`src/rtl/regfile_sb.sv`:
```
// Three-port register file (2 async reads, 1 clocked write) with per-register busy
// scoreboard and pending-write counter. Optional macro REGFILE_BYPASS_EN adds write-through forwarding.
module regfile_sb #(
  parameter  int XLEN  = 32,
  parameter  int NREGS = 32,
  localparam int AW    = $clog2(NREGS)
) (
  input  logic            clk,
  input  logic            reset,
  input  logic [AW-1:0]   ra1,
  input  logic [AW-1:0]   ra2,
  output logic [XLEN-1:0] rd1,
  output logic [XLEN-1:0] rd2,
  output logic            busy1,
  output logic            busy2,
  input  logic            we3,
  input  logic [AW-1:0]   wa3,
  input  logic [XLEN-1:0] wd3,
  input  logic            iss_valid,
  input  logic [AW-1:0]   iss_rd,
  output logic [AW:0]     pend_cnt
);

  logic [XLEN-1:0]  r_rf [NREGS];
  logic [NREGS-1:0] r_busy;
  logic [AW:0]      r_pend_cnt;

  logic             w_wr_en;
  logic             w_iss_en;
  logic             w_inc;
  logic             w_dec;
  logic [NREGS-1:0] w_busy_nxt;

  // Issue wins over writeback on the same register, so that case never decrements.
  always_comb begin
    w_wr_en    = we3 && (wa3 != '0);
    w_iss_en   = iss_valid && (iss_rd != '0);
    w_inc      = w_iss_en && !r_busy[iss_rd];
    w_dec      = w_wr_en && r_busy[wa3] && !(w_iss_en && (iss_rd == wa3));
    w_busy_nxt = r_busy;
    if (w_wr_en)  w_busy_nxt[wa3]    = 1'b0;
    if (w_iss_en) w_busy_nxt[iss_rd] = 1'b1;
  end

  always_ff @(posedge clk) begin
    if (reset) begin
      for (int unsigned i = 0; i < NREGS; i++) begin
        r_rf[i] <= '0;
      end
      r_busy     <= '0;
      r_pend_cnt <= '0;
    end else begin
      if (w_wr_en) r_rf[wa3] <= wd3;
      r_busy     <= w_busy_nxt;
      r_pend_cnt <= r_pend_cnt + (AW+1)'(w_inc) - (AW+1)'(w_dec);
    end
  end

  always_comb begin
    rd1   = (ra1 == '0) ? '0 : r_rf[ra1];
    rd2   = (ra2 == '0) ? '0 : r_rf[ra2];
    busy1 = r_busy[ra1];
    busy2 = r_busy[ra2];
`ifdef REGFILE_BYPASS_EN
    if (w_wr_en && (wa3 == ra1)) begin
      rd1   = wd3;
      busy1 = 1'b0;
    end
    if (w_wr_en && (wa3 == ra2)) begin
      rd2   = wd3;
      busy2 = 1'b0;
    end
`endif
  end

  assign pend_cnt = r_pend_cnt;

endmodule

```
`config.mk`:
```
export PLATFORM = sky130hd
export DESIGN_NAME = regfile_sb
export DESIGN_NICKNAME = d
export VERILOG_FILES = /design/src/rtl/regfile_sb.sv
export SDC_FILE = /design/constraint.sdc
export NUM_CORES = 2
export LEC_CHECK = 0
export BUFFER_PORTS_ARGS = -buffer_cell sky130_fd_sc_hd__buf_2
export CORE_MARGIN = 2
export CORE_UTILIZATION = 45
export DETAILED_ROUTE_END_ITERATION = 6
export PLACE_DENSITY = 0.72
export SYNTH_ARGS = -nofsm -noshare
export SYNTH_HDL_FRONTEND = slang
export SYNTH_SLANG_ARGS = --single-unit
```
`constraint.sdc`:
```
create_clock -name clk -period 7.7 [get_ports clk]
set_clock_uncertainty 0.2 [all_clocks]
set_input_delay 0.77 -clock clk [delete_from_list [all_inputs] [get_ports clk]]
set_output_delay 0.77 -clock clk [all_outputs]
set_load 0.01 [all_outputs]
```
==> results.yml <==
outcome:
  status: "finished, final reports clean"
critical_path:
  r2r-start: "r_busy[22]"
  regToRegSetupSlack_ns: 4.14
  crit_buf_inv: 3
  cp_max_fo: 36
  startpoint: "ra1[4]"
  reg2regPathDepth: 12
  cp_num_cells: 7
  slowest_stage: "a221oi_1"
  endpoint: "rd1[31]"
  arrival_ns: 4.06
  start_kind: "input port"
  cp_cell_sequence: "buf_2, buf_4, nor2_2, nand2_1, o221ai_1, a221oi_1, buf_2"
  end_kind: "output port"
  crit_family: "compound AO/OA/AOI/OAI gates"
  critPathMaxStageDelay_ns: 0.91
  path_class: "in2out"
  cpMostUsedCell: "buf_2"
  cp.required_ns: 6.73
  rr_endpoint: "pend_cnt[4]"
cts:
  numCtsBuffers: 106
  cts_buffer_depth: 3
  ctsHtreeMaxLevel: 3
  cts_resized: 0
  numClockSinks: 1062
  cts_hold_buffers: 0
  post_cts_buffers: 0
  clk_latency_ns: 0.69
  cts_root_buf: "clkbuf_16"
  cts_tree: "yes"
  clk_pin_slew_ns: 0.06
drt:
  drc: 0
  drt_wl_total_um: 183000
  drt_first_pass_iters: 6
  routed-via-count: 35600
  routed_via_density: 6.71
  wire_per_inst_um: 34.6
  first_iter_violations: 6361
  drtAntennaViolNets: 0
timing:
  min_period_ns: 5.03
  slew_viol_final: 0
  finalSetupViolCount: 0
  tightestPinTransition_ns: 1.35
  rsz0062_at_grt: "false"
  fin_ws_ns: 2.67
  setup_tns_ns: 0
  timing.hold.ws_ns: 0.307
  slew_headroom_pct: 9.92
  finalHoldViolations: 0
  period_share_pct: 65.3
  fmax_mhz: 199
global_route:
  grt_pass1_vias: 35200
  grt_pass1_wl_um: 259000
  overflow: 0
  antenna_found_initial: 27
  grt_usage_pct: 28.6
  grt_max_degree: 119
logic_synthesis:
  synth_async_sr_flop_share_pct: 0
  yosysMostFrequentCell: "edfxtp_1"
  yosysUniqueCellTypes: 49
  synth_enable_flop_cells: 1024
  synth_top_cells_by_area: "edfxtp_1 54%, mux4_2 24%, and2_1 11%, clkbuf_1 1.9%, dfxtp_1 1.3%"
  synth-seq-cells: 1062
  yosys_most_used_dff: "edfxtp_1"
  netlist_area_um2: 56600
  avgSynthCellArea_um2: 15.8
  yosys.area.top_type_share_pct: 54.3
  postSynthCellCount: 3584
  synth_warnings: 0
  ys_seq_area_share_pct: 55.6
  synth_top_area_cell: "edfxtp_1"
  synth_common_cells: "1024 x edfxtp_1, 994 x and2_1, 611 x mux4_2"
finish:
  final_util_pct: 49.9
  drive_above_1_share_pct: 29.0
  nets: 3617
  design_area_um2: 62600
  fillers: 10200
  fin_cells: 5306
  area_growth_pct: 10.5
floorplan:
  die_h_um: 359
  core_um2: 125000
  std_cell_rows: 130
  num_io_pins: 128
  die-area_um2: 129000
  die_w_um: 359
  start_util_pct: 45.2
pwr:
  power_mw: 13.8
  sw_frac_of_total_pct: 25.2
  p_int_mw: 10.3
  p_leak_nw: 21.3
  p_switching_mw: 3.47
  seqPwrFrac_pct: 49.5
  cellPowerDensity_nw_per_um2: 221
  pwr-share-comb_pct: 13.0
  peakVddDrop_v: 0.000211
  clkPwrFrac_pct: 37.5
hold_path:
  hp-class: "reg2reg"
placed_design:
  dp_hpwl_um: 108000
  portBuffers: 127
  post-place-ws_ns: 2.71
  place_area_um2: 59100
  gp_congestion: 0.934
  place_inst: 5096
flow_run:
  cap_viol_max_count: 0
-- routing by layer --
layer	part of all wire, %	GRT usage, %	vias to the layer above
li1	-	-	13900
met1	35	38.7	18200
met2	45	42.8	3008
met3	15	8.84	499
met4	4.9	12.3	16
met5	0.056	0	-
-- flip-flops by register name, summed over array words and instances (netlist names) --
signal / cells
r_busy: 32
pend_cnt: 6
r_rf: 1024
-- cell type report --
| cell class | count | area [um2] | area share [%] |
|---|---|---|---|
| timing repair buffer | 220 | 1470 | 2.35 |
| tap | 1650 | 2060 | 3.30 |
| multi-input combinational | 2061 | 23700 | 37.9 |
| clock buffer | 145 | 2910 | 4.65 |
| sequential | 1062 | 31500 | 50.4 |
| clock inverter | 50 | 487 | 0.778 |
| antenna | 15 | 37.5 | 0.0600 |
| inverter | 103 | 387 | 0.618 |
-- layout by cell type (no fill, tap or decap), types with 7 or more instances in the layout --
master	n
a21o_2	9
clkinv_2	21
and2_1	994
diode_2	15
a221oi_1	66
o21ai_4	13
nor2_1	10
mux4_2	611
clkinv_1	11
o221ai_1	64
clkbuf_1	29
buf_4	90
o22ai_1	16
nor2_4	26
buf_2	118
edfxtp_1	1024
nand2_1	26
clkbuf_16	107
inv_1	100
nor3_1	8
o21ai_0	12
clkbuf_8	9
bufinv_16	8
dfxtp_1	38
nor2b_1	7
nand3_1	15
conb_1	32
mux2i_1	65
-- worst min path at each step --
stage	startpoint	endpoint	slack (ns)	cells past startpoint
after floorplan	r_busy[0]	r_busy[0]	0.26	1
after global placement	r_busy[0]	r_busy[0]	0.30	1
after detailed placement	r_busy[0]	r_busy[0]	0.30	1
after CTS	r_busy[0]	r_busy[0]	0.30	1
after global routing	r_busy[0]	r_busy[0]	0.33	1
final	r_busy[0]	r_busy[0]	0.31	1
-- power groups by stage --
stage | combinational [mW] | clock [mW] | sequential, mW
5_1_grt | 1.84 | 5.41 | 6.86
3_3_place_gp | 1.74 | 0 | 6.92
3_5_place_dp | 1.75 | 0 | 6.94
2_1_floorplan | 1.13 | 0 | 6.89
6_report | 1.79 | 5.18 | 6.83
4_1_cts | 1.76 | 5.20 | 6.82
-- logic make-up (layout without fill, tap and decap cells) --
kind of cell	after synthesis	count (layout)	synth area share, %
compound gates	206	206	2.88
fa+ha+maj	7	7	0.168
mux	678	678	25.5
xor+xnor	9	9	0.139
flops	1062	1062	55.6
other cells	1	47	0.00662
buf+inv	492	518	3.54
simple gates	1129	1129	12.2
No activity file was read; power rests on OpenSTA's default activity.
